**config.mk**
```make
export PLATFORM = sky130hd
export DESIGN_NAME = id_ex_operand_stage
export DESIGN_NICKNAME = d
export VERILOG_FILES = /design/src/rtl/id_ex_operand_stage.sv
export SDC_FILE = /design/constraint.sdc
export NUM_CORES = 1
export LEC_CHECK = 0
export CAP_MARGIN = 15
export CORE_ASPECT_RATIO = 1.4
export CORE_UTILIZATION = 43
export DETAILED_ROUTE_END_ITERATION = 8
export DONT_BUFFER_PORTS = 1
export GPL_ROUTABILITY_DRIVEN = 0
export GPL_TIMING_DRIVEN = 1
export PLACE_DENSITY = 0.59
export SLEW_MARGIN = 20
export SYNTH_ARGS = -nofsm -noshare
export SYNTH_HDL_FRONTEND = slang
export SYNTH_SLANG_ARGS = --single-unit
```
**constraint.sdc**
```tcl
create_clock -name clk -period 2.4 [get_ports clk]
set_input_delay 0.48 -clock clk [delete_from_list [all_inputs] [get_ports clk]]
set_output_delay 0.48 -clock clk [all_outputs]
set_load 0.02 [all_outputs]
```
**src/rtl/id_ex_operand_stage.sv**
```systemverilog
// ID/EX pipeline register with RAW operand forwarding from EX/MEM and MEM/WB.
// Latency: 1 cycle from id_* to the stage registers; forwarding muxes are combinational.
// Backpressure: stall holds every stage register, and flush (or reset) loads a bubble.
module id_ex_operand_stage #(
  parameter int WIDTH = 32,
  parameter int RA_W  = 5,
  parameter int CNT_W = 16
) (
  input  logic             clk,
  input  logic             reset,
  input  logic             stall,
  input  logic             flush,
  input  logic             id_valid,
  input  logic [RA_W-1:0]  id_rs,
  input  logic [RA_W-1:0]  id_rt,
  input  logic [RA_W-1:0]  id_rd,
  input  logic [WIDTH-1:0] id_rs_data,
  input  logic [WIDTH-1:0] id_rt_data,
  input  logic [WIDTH-1:0] id_imm,
  input  logic [2:0]       id_alu_control,
  input  logic             id_alu_src,
  input  logic             id_reg_dst,
  input  logic             id_reg_write,
  input  logic             mem_reg_write,
  input  logic [RA_W-1:0]  mem_rd,
  input  logic [WIDTH-1:0] mem_result,
  input  logic             wb_reg_write,
  input  logic [RA_W-1:0]  wb_rd,
  input  logic [WIDTH-1:0] wb_result,
  output logic [WIDTH-1:0] alu_a,
  output logic [WIDTH-1:0] alu_b,
  output logic [2:0]       alu_control,
  output logic             ex_valid,
  output logic             ex_reg_write,
  output logic [RA_W-1:0]  ex_dest,
  output logic [WIDTH-1:0] ex_store_data,
  output logic [1:0]       fwd_a_sel,
  output logic [1:0]       fwd_b_sel,
  output logic [CNT_W-1:0] bubble_count
);

  localparam logic [1:0] SEL_RF  = 2'b00;
  localparam logic [1:0] SEL_WB  = 2'b01;
  localparam logic [1:0] SEL_MEM = 2'b10;

  logic             valid_q;
  logic [RA_W-1:0]  rs_q;
  logic [RA_W-1:0]  rt_q;
  logic [RA_W-1:0]  dest_q;
  logic [WIDTH-1:0] rs_data_q;
  logic [WIDTH-1:0] rt_data_q;
  logic [WIDTH-1:0] imm_q;
  logic [2:0]       alu_control_q;
  logic             alu_src_q;
  logic             reg_write_q;
  logic [WIDTH-1:0] fwd_rs;
  logic [WIDTH-1:0] fwd_rt;

  // Stage register: reset/flush load a bubble, stall holds, otherwise capture decode.
  always_ff @(posedge clk) begin
    if (reset || flush) begin
      valid_q       <= 1'b0;
      rs_q          <= '0;
      rt_q          <= '0;
      dest_q        <= '0;
      rs_data_q     <= '0;
      rt_data_q     <= '0;
      imm_q         <= '0;
      alu_control_q <= 3'b000;
      alu_src_q     <= 1'b0;
      reg_write_q   <= 1'b0;
    end else if (!stall) begin
      valid_q       <= id_valid;
      rs_q          <= id_rs;
      rt_q          <= id_rt;
      dest_q        <= id_reg_dst ? id_rd : id_rt;
      rs_data_q     <= id_rs_data;
      rt_data_q     <= id_rt_data;
      imm_q         <= id_imm;
      alu_control_q <= id_alu_control;
      alu_src_q     <= id_alu_src;
      reg_write_q   <= id_reg_write & id_valid;
    end
  end

  // Saturating count of edges that leave an empty stage; keeps running through stalls.
  always_ff @(posedge clk) begin
    if (reset) begin
      bubble_count <= '0;
    end else if (!valid_q && (bubble_count != {CNT_W{1'b1}})) begin
      bubble_count <= bubble_count + {{(CNT_W-1){1'b0}}, 1'b1};
    end
  end

  // Operand forwarding: the younger MEM result beats WB, and r0 is never forwarded.
  always_comb begin
    fwd_a_sel = SEL_RF;
    fwd_rs    = rs_data_q;
    if (mem_reg_write && (mem_rd == rs_q) && (rs_q != '0)) begin
      fwd_a_sel = SEL_MEM;
      fwd_rs    = mem_result;
    end else if (wb_reg_write && (wb_rd == rs_q) && (rs_q != '0)) begin
      fwd_a_sel = SEL_WB;
      fwd_rs    = wb_result;
    end

    fwd_b_sel = SEL_RF;
    fwd_rt    = rt_data_q;
    if (mem_reg_write && (mem_rd == rt_q) && (rt_q != '0)) begin
      fwd_b_sel = SEL_MEM;
      fwd_rt    = mem_result;
    end else if (wb_reg_write && (wb_rd == rt_q) && (rt_q != '0)) begin
      fwd_b_sel = SEL_WB;
      fwd_rt    = wb_result;
    end
  end

  // Output drive: the immediate replaces only the B operand, so store data always carries rt.
  always_comb begin
    alu_a         = fwd_rs;
    alu_b         = alu_src_q ? imm_q : fwd_rt;
    ex_store_data = fwd_rt;
    alu_control   = alu_control_q;
    ex_valid      = valid_q;
    ex_reg_write  = reg_write_q;
    ex_dest       = dest_q;
  end

endmodule

```
==> impl_metrics.yaml, run 1 <==
finish:
  fin_util: 0.656
  finalInstanceArea_sq_mm: 0.0110
  area_delta_synth_final_pct: 49.7
  multiInputGateArea_sq_mm: 0.00547
  nNetsFinal: 1127
  layout-drive-gt1-share: 0.407
  n_fill_cell: 1301
  ff_latch_area_sq_mm: 0.00269
  final_cell_count_no_fill: 1145
synthesis:
  synthSimpleGateAreaFrac: 0.190
  synthMuxAreaShare: 0.252
  ys_types: 44
  synth-compound-area-share: 0.108
  synthXorXnorAreaFrac: 0.0370
  synth_seq_cells: 133
  yosys.area.top_type_share: 0.363
  netlist_instances: 817
  synthTopCellsByArea: "dfxtp_1 (36%), mux2i_1 (20%), nor2_1 (7.1%), mux2_2 (4.9%), o31ai_1 (3.3%)"
  synth_top_area_cell: "dfxtp_1"
  async_reset_ff_frac: 0
  syn-cell-area_sq_mm: 0.00734
  syn_nets: 1016
  synth-edff-count: 0
  synth_top_flop_cell: "dfxtp_1"
  synthAdderAreaFrac: 0.00170
  syn_avg_cell_area_sq_um: 8.99
  synth_top_family_by_area: "multiplexers"
  ys_warn_count: 0
  yosysSeqAreaShare: 0.363
clocking:
  cts.sinks: 133
  cts_buffers: 17
  cts_tree: "built"
  cts-root-buf: "clkbuf_16"
  cts.path.max_buffers: 2
  htreeDepth: 4
  clock_latency_ps: 420
  path_clk_slew_ps: 60
timing:
  slew_headroom: 0.650
  hold_viol_final: 0
  rsz0062_at_grt: "yes"
  min_period_ps: 2980
  finClkSkew_ps: 6.92
  fmax_ghz: 0.336
  finalSetupViolations: 99
  drv_slew: 0
  worstMarginPinSlew_ps: 525
  worst_slack_ps: -576
  period_share: 1.24
  hold_ws_ps: 116
  setup_tns_ps: -43740
worst_setup_path:
  cp.arrival_ps: 2500
  worstReg2RegStart: "bubble_count[0]$_SDFFE_PP0P_"
  r2r-end: "bubble_count[2]$_SDFFE_PP0P_"
  crit_type: "reg -> out"
  required_ps: 1920
  ff2ff_path_depth: 6
  cp_max_fo: 8
  end_kind: "output port"
  start_kind: "register"
  r2r_setup_slack_ps: 540
floorplan:
  start_util: 0.439
  die_h_microns: 157
  die_area_sq_mm: 0.0176
  io_pins: 324
  rows: 56
  die_w_microns: 112
  core_region_area_sq_mm: 0.0167
routing:
  antenna_left: 0
  vias: 6910
  vias_per_cell: 6.03
  routed_wl_microns: 27000
  drt_iter0_drc: 335
  route.detailed.drc: 0
  post_drt_wl_per_cell_microns: 23.6
  dr.pass1.iters: 7
min_path:
  min_path_type: "in -> reg"
  hold_path_depth: 1
  whs_endpoint: "bubble_count[15]$_SDFFE_PP0P_"
  hold_start: "reset"
placement:
  dp_hpwl_microns: 17900
  placed_cell_area_sq_mm: 0.00916
  portBuffers: 0
  place_inst: 1079
pwr:
  irDropWorstVdd_v: 0.000424
  cellLeakagePower_nw: 4.24
  p_per_area_mw_per_mm2: 565
global_routing:
  grt_pass1_wl_microns: 38200
  grt_max_degree: 124
  grt_overflow: 0
  grt_usage: 0.285
  grt_pass1_vias: 6898
  antenna_found_initial: 1
run_status:
  violations: "negative setup slack"
  status: "finished with violations"
flow_run:
  maxCapViolations: 0
layout make-up:
class,count,area share
Sequential cell,133,0.245
Tap cell,203,0.0231
Inverter,2,0.000683
Clock inverter,13,0.0178
Antenna cell,1,0.000228
Timing Repair Buffer,167,0.174
Multi-Input combinational cell,607,0.498
Clock buffer,19,0.0412
cell usage in the layout (no fill, tap or decap), types with 3 or more instances in the layout:
cell	Yosys	final
buf_8	0	4
o31ai_2	0	20
o31ai_4	0	7
o21ai_1	0	21
o21ai_2	0	8
buf_12	0	14
dfxtp_1	133	123
nand4_1	8	8
nor2_1	138	136
mux2i_2	0	10
xnor2_2	0	9
xor2_1	8	6
o31ai_1	32	5
mux2i_1	149	137
nand2_1	40	34
clkbuf_16	0	24
a31oi_4	0	32
xnor2_1	23	14
a21oi_1	10	10
and3_1	3	3
or4b_4	0	29
buf_6	7	63
buf_4	2	74
dfxtp_4	0	6
or3_1	3	3
dfxtp_2	0	4
nor4_4	0	3
buf_16	0	5
nand2_2	0	6
inv_6	0	4
mux2_4	0	32
bufinv_16	0	4
o21ai_4	0	3
clkinvlp_4	0	3
nor3_1	37	37
sequential cells by signal, summed over array words and instances, names as in the netlist:
name and count:
ex_reg_write 1, rs_data_q 32, bubble_count 16, rt_data_q 32, ex_dest 5, ex_valid 1, imm_q 32, rt_q 5
alu_src_q 1, alu_control 3, rs_q 5
synthesized netlist by cell type (9+ instances only):
master    count
a21oi_1      10
a31oi_1      21
a31oi_2      11
buf_1         9
clkbuf_1     49
dfxtp_1     133
mux2_2       32
mux2i_1     149
nand2_1      40
nor2_1      138
nor3_1       37
o21ai_0      34
o31ai_1      32
or4b_1       14
or4b_2       18
xnor2_1      23
kinds of logic (layout without fill, tap and decap cells):
kind of cell / after synthesis / after routing
compound gates: 115 / 115
xor+xnor: 31 / 31
fa+ha+maj: 1 / 1
buf+inv: 77 / 201
flops: 133 / 133
mux: 181 / 181
other cells: 0 / 1
simple gates: 279 / 279
power breakdown:
group / switching, mW / internal (mW) / leakage (nW)
clock network: 1.06 / 1.81 / 0.307
registers: 0.0733 / 2.27 / 1.09
logic: 0.491 / 0.496 / 2.85
worst max-delay path, stage by stage, from the launching register on:
cell and delay (ps):
dfxtp_4 360, or4_4 570, nor2_4 160, buf_8 180, buf_12 150, o31ai_1 80, buf_4 150, a31oi_4 200
mux2_4 230
worst max-delay path by stage:
| stage | start | to | slack (ps) | cells past startpoint |
|---|---|---|---|---|
| 5_1_grt | rt_q[0]$_SDFFE_PP0N_ | alu_b[25] | -630 | 8 |
| 6_report | rt_q[0]$_SDFFE_PP0N_ | alu_b[21] | -580 | 8 |
| 4_1_cts | rt_q[0]$_SDFFE_PP0N_ | alu_b[14] | -590 | 6 |
| 3_3_place_gp | wb_rd[0] | alu_b[11] | -160 | 6 |
| 2_1_floorplan | rt_q[0]$_SDFFE_PP0N_ | fwd_b_sel[0] | -190 | 7 |
| 3_5_place_dp | rt_q[1]$_SDFFE_PP0N_ | alu_b[25] | -190 | 7 |
per-stage QoR:
| step | setup slack, ps | power [mW] |
|---|---|---|
| after floorplan | -192 | 3.00 |
| after global placement | -162 | 3.15 |
| after detailed placement | -186 | 3.17 |
| after CTS | -587 | 6.14 |
| after global routing | -627 | 6.42 |
| final | -576 | 6.21 |
timing repair:
item                                    in CTS  in global routing
gates cloned                                 5                  8
buffers inserted                            13                 13
pin swaps                                   19                 28
gates resized for setup                    106                 81
hold buffers                                 0                  0
endpoints found under the setup margin     100                100
metal layers:
layer	wire length, microns	part of all wire	GRT usage
met4	1220	0.045	0.162
met2	14300	0.53	0.524
met5	0	0	0
met3	1950	0.072	0.0875
met1	9530	0.35	0.283
Power figures use the tool's default switching activity.
==> run 2: changes to the inputs <==
--- a/config.mk
+++ b/config.mk
@@ -11,7 +11,7 @@
 export DETAILED_ROUTE_END_ITERATION = 8
 export DONT_BUFFER_PORTS = 1
 export GPL_ROUTABILITY_DRIVEN = 0
-export GPL_TIMING_DRIVEN = 1
+export GPL_TIMING_DRIVEN = 0
 export PLACE_DENSITY = 0.59
 export SLEW_MARGIN = 20
 export SYNTH_ARGS = -nofsm -noshare
==> impl_metrics.yaml, run 2 (same netlist as run 1, synthesis figures left out) <==
finish:
  antennaDiodeCount: 0
  top_regs: "imm_q (32), rs_data_q (32), rt_data_q (32)"
  fin_util: 0.639
  nNetsFinal: 1076
  final_common_cell: "mux2i_1"
  finalInstanceArea_sq_mm: 0.0107
  area_delta_synth_final_pct: 45.7
  layout-drive-gt1-share: 0.375
  most-common-layout-cells: "mux2i_1 (137), nor2_1 (136), dfxtp_1 (123), a31oi_4 (32), mux2_4 (32)"
  final_cell_count_no_fill: 1091
worst_setup_path:
  start_kind: "register"
  r2r_setup_slack_ps: 510
  crit_type: "reg -> out"
  cp.arrival_ps: 2660
  required_ps: 1920
  cp_max_fo: 8
  r2r-end: "bubble_count[15]$_SDFFE_PP0P_"
  worstReg2RegStart: "bubble_count[4]$_SDFFE_PP0P_"
  end_kind: "output port"
  ff2ff_path_depth: 5
clocking:
  cts_tree: "built"
  cts_buffers: 17
  cts.sinks: 133
  clock_latency_ps: 420
  htreeDepth: 4
  cts.path.max_buffers: 2
  path_clk_slew_ps: 60
  cts-root-buf: "clkbuf_16"
  cts_hold_buffers: 0
global_routing:
  grt_usage: 0.310
  grt_overflow: 0
  grt_pass1_vias: 6879
  grt_pass1_wl_microns: 40300
  grt_max_degree: 17
  antenna_found_initial: 0
placement:
  placed_cell_area_sq_mm: 0.00837
  portBuffers: 0
  place_inst: 1020
  dp_hpwl_microns: 20700
run_status:
  status: "finished with violations"
  violations: "negative setup slack"
routing:
  route.detailed.drc: 0
  drt_iter0_drc: 311
  post_drt_wl_per_cell_microns: 26.2
  dr.pass1.iters: 5
  vias_per_cell: 6.19
  vias: 6751
  routed_wl_microns: 28600
  antenna_left: 0
floorplan:
  die_area_sq_mm: 0.0176
  die_w_microns: 112
  io_pins: 324
  rows: 56
  die_h_microns: 157
  start_util: 0.439
  core_region_area_sq_mm: 0.0167
timing:
  slew_headroom: 0.356
  fmax_ghz: 0.319
  finalSetupViolations: 100
  hold_ws_ps: 205
  worst_slack_ps: -736
  worstMarginPinSlew_ps: 966
  finClkSkew_ps: 7.28
  drv_slew: 0
  rsz0062_at_grt: "yes"
  hold_viol_final: 0
  period_share: 1.31
  min_period_ps: 3140
pwr:
  p_int_mw: 4.41
  p_seq_frac: 0.386
  p_per_area_mw_per_mm2: 568
  switching_share: 0.275
  pwr-share-clk: 0.452
  cellLeakagePower_nw: 3.90
  p_comb_frac: 0.162
  irDropWorstVdd_v: 0.000436
  p_switching_mw: 1.67
min_path:
  min_path_type: "in -> reg"
  hold_start: "id_rs_data[25]"
  hold_path_depth: 2
  whs_endpoint: "rs_data_q[25]$_SDFFE_PP0N_"
flow_run:
  maxCapViolations: 0
run 2: timing repair:
action | in CTS | in global routing
resized for setup | 183 | 113
pin swaps | 41 | 37
endpoints found under the setup margin | 102 | 100
gates cloned | 7 | 5
setup buffers | 27 | 10
run 2: routing by layer:
metal  share of wire  vias up  track usage
met5               0        -            0
met4           0.036        0        0.137
met3           0.077       60       0.0980
met2            0.53      339        0.580
met1            0.35     3293        0.313
li1                -     3059            -
run 2: worst max-delay path, stage by stage, from the launching register on:
cell and delay, ps:
dfxtp_4 370, or4_4 570, o211ai_4 250, or2_1 180, buf_12 190, buf_12 150, a31oi_4 170, mux2_4 360
run 2: metrics by stage:
stage / total power, mW / setup WS (ps) / setup TNS, ps
after global routing: 6.28 / -792 / -53290
after CTS: 6.06 / -768 / -50330
after floorplan: 3.00 / -192 / -3820
after global placement: 3.14 / -697 / -51390
after detailed placement: 3.16 / -744 / -55160
final: 6.08 / -736 / -47060
run 2: worst max-delay path by stage:
stage / to / from / cells past startpoint / slack, ps
floorplan: fwd_b_sel[0] / rt_q[0]$_SDFFE_PP0N_ / 7 / -190
global placement: alu_a[1] / mem_rd[2] / 7 / -700
detailed placement: alu_a[1] / mem_rd[2] / 7 / -740
CTS: alu_b[6] / rt_q[3]$_SDFFE_PP0N_ / 7 / -770
global route: alu_b[27] / rt_q[3]$_SDFFE_PP0N_ / 9 / -790
finish: alu_b[27] / rt_q[3]$_SDFFE_PP0N_ / 7 / -740
run 2: cell type report:
cell class	instances	area [sq um]
fill	1320	6050
multi-input combinational	607	5910
sequential	133	2700
buffer	73	651
timing repair buffer	43	572
clock buffer	17	425
tap	203	254
clock inverter	13	185
inverter	2	7.51
run 2: power groups by stage:
stage / sequential (mW) / combinational [mW] / clock (mW)
floorplan: 2.38 / 0.620 / 0
global placement: 2.39 / 0.753 / 0
detailed placement: 2.39 / 0.766 / 0
CTS: 2.35 / 0.943 / 2.77
global route: 2.35 / 1.04 / 2.88
finish: 2.35 / 0.984 / 2.75
==> run 3: changes to the inputs <==
--- a/config.mk
+++ b/config.mk
@@ -6,13 +6,14 @@
 export NUM_CORES = 1
 export LEC_CHECK = 0
 export CAP_MARGIN = 15
-export CORE_ASPECT_RATIO = 1.4
-export CORE_UTILIZATION = 43
+export CORE_AREA = 2 2 126 128
 export DETAILED_ROUTE_END_ITERATION = 8
+export DIE_AREA = 0 0 128 130
 export DONT_BUFFER_PORTS = 1
 export GPL_ROUTABILITY_DRIVEN = 0
 export GPL_TIMING_DRIVEN = 0
-export PLACE_DENSITY = 0.59
+export PLACE_DENSITY = 0.64
+export SKIP_CTS_REPAIR_TIMING = 1
 export SLEW_MARGIN = 20
 export SYNTH_ARGS = -nofsm -noshare
 export SYNTH_HDL_FRONTEND = slang
==> impl_metrics.yaml, run 3 (same netlist as run 1, synthesis figures left out) <==
clocking:
  cts.sinks: 133
  cts.path.max_buffers: 2
  cts-root-buf: "clkbuf_16"
  htreeDepth: 4
  cts_tree: "built"
  path_clk_slew_ps: 60
  cts_buffers: 17
  clock_latency_ps: 420
routing:
  vias: 6746
  antenna_left: 0
  dr.pass1.iters: 5
  post_drt_wl_per_cell_microns: 25.9
  routed_wl_microns: 27700
  vias_per_cell: 6.30
  drt_iter0_drc: 309
  route.detailed.drc: 0
pwr:
  p_int_mw: 4.00
  switching_share: 0.298
  irDropWorstVdd_v: 0.000465
  p_per_area_mw_per_mm2: 569
  p_seq_frac: 0.413
  cellLeakagePower_nw: 3.57
  p_switching_mw: 1.70
  p_comb_frac: 0.168
  pwr-share-clk: 0.419
timing:
  min_period_ps: 3170
  hold_ws_ps: 202
  slew_headroom: 0.346
  worst_slack_ps: -767
  setup_tns_ps: -47520
  worstMarginPinSlew_ps: 982
  period_share: 1.32
  finClkSkew_ps: 2.25
  rsz0062_at_grt: "yes"
  drv_slew: 0
  fmax_ghz: 0.316
  finalSetupViolations: 100
  hold_viol_final: 0
finish:
  n_fill_cell: 1258
  antennaDiodeCount: 0
  layout-drive-gt1-share: 0.327
  fin_util: 0.648
  final_common_cell: "mux2i_1"
  nNetsFinal: 1065
  top_regs: "imm_q (32), rs_data_q (32), rt_data_q (32)"
  area_delta_synth_final_pct: 36.2
  most-common-layout-cells: "mux2i_1 (141), nor2_1 (136), dfxtp_1 (124), nand2_1 (37), nor3_1 (37)"
  finalInstanceArea_sq_mm: 0.0100
  final_cell_count_no_fill: 1071
placement:
  portBuffers: 0
  dp_hpwl_microns: 20500
  placed_cell_area_sq_mm: 0.00835
  place_inst: 1009
floorplan:
  die_h_microns: 130
  io_pins: 324
  die_area_sq_mm: 0.0166
  core_region_area_sq_mm: 0.0154
  die_w_microns: 128
  start_util: 0.476
  rows: 46
worst_setup_path:
  cp.arrival_ps: 2690
  cp_max_fo: 8
  required_ps: 1920
  end_kind: "output port"
  crit_type: "reg -> out"
  ff2ff_path_depth: 5
  start_kind: "register"
global_routing:
  grt_max_degree: 17
  antenna_found_initial: 0
  grt_pass1_vias: 6553
  grt_usage: 0.308
  grt_overflow: 0
  grt_pass1_wl_microns: 38400
min_path:
  hold_path_depth: 2
  min_path_type: "in -> reg"
run_status:
  status: "finished with violations"
  violations: "negative setup slack"
flow_run:
  maxCapViolations: 0
run 3: cell count changes in the layout (fill, tap and decap cells not counted), sizes merged:
| cell | change |
|---|---|
| inv | +3 |
| buf | -9 |
| bufbuf | -1 |
| clkinv | -5 |
| bufinv | -4 |
| clkinvlp | +7 |
run 3: worst max-delay path, cell delays in order (launching register included):
cell and delay (ps):
dfxtp_2 350, or4_4 580, o211ai_4 250, or2_1 160
buf_8 120, buf_12 130, clkinvlp_4 180, nor4_4 490
run 3: per-stage QoR:
stage / power, mW / setup WS, ps
after global placement: 3.14 / -802
after detailed placement: 3.17 / -874
after floorplan: 3.00 / -192
after global routing: 5.87 / -832
final: 5.69 / -767
after CTS: 5.52 / -1310
run 3: final timing paths:
check	startpoint	endpoint	slack, ps
setup / recovery	rt_q[2]$_SDFFE_PP0N_	fwd_b_sel[0]	-770
hold / removal	id_rs[3]	rs_q[3]$_SDFFE_PP0N_	200
setup reg to reg	bubble_count[4]$_SDFFE_PP0P_	bubble_count[14]$_SDFFE_PP0P_	570
hold reg to reg	imm_q[2]$_SDFFE_PP0N_	imm_q[2]$_SDFFE_PP0N_	500
run 3: metal layers:
metal / part of all wire / up-vias / GRT usage
li1: - / 3046 / -
met2: 0.51 / 326 / 0.550
met3: 0.081 / 56 / 0.0964
met4: 0.027 / 0 / 0.118
met1: 0.38 / 3318 / 0.345
met5: 0 / - / 0
run 3: area by class of cell:
cell class	instances	area, sq um	area share
multi-input cells	607	5590	0.559
flip-flops and latches	133	2690	0.269
plain buffers	73	556	0.0555
clock buffers	18	429	0.0429
repair buffers	32	379	0.0379
well taps	192	240	0.0240
clock inverters	14	105	0.0105
inverters	2	11.3	0.00113
run 3: power groups by stage:
stage | clock [mW] | combinational [mW] | sequential, mW
after global placement | 0 | 0.749 | 2.39
after global routing | 2.50 | 1.01 | 2.35
after floorplan | 0 | 0.620 | 2.38
after CTS | 2.40 | 0.774 | 2.35
final | 2.39 | 0.958 | 2.35
after detailed placement | 0 | 0.772 | 2.39
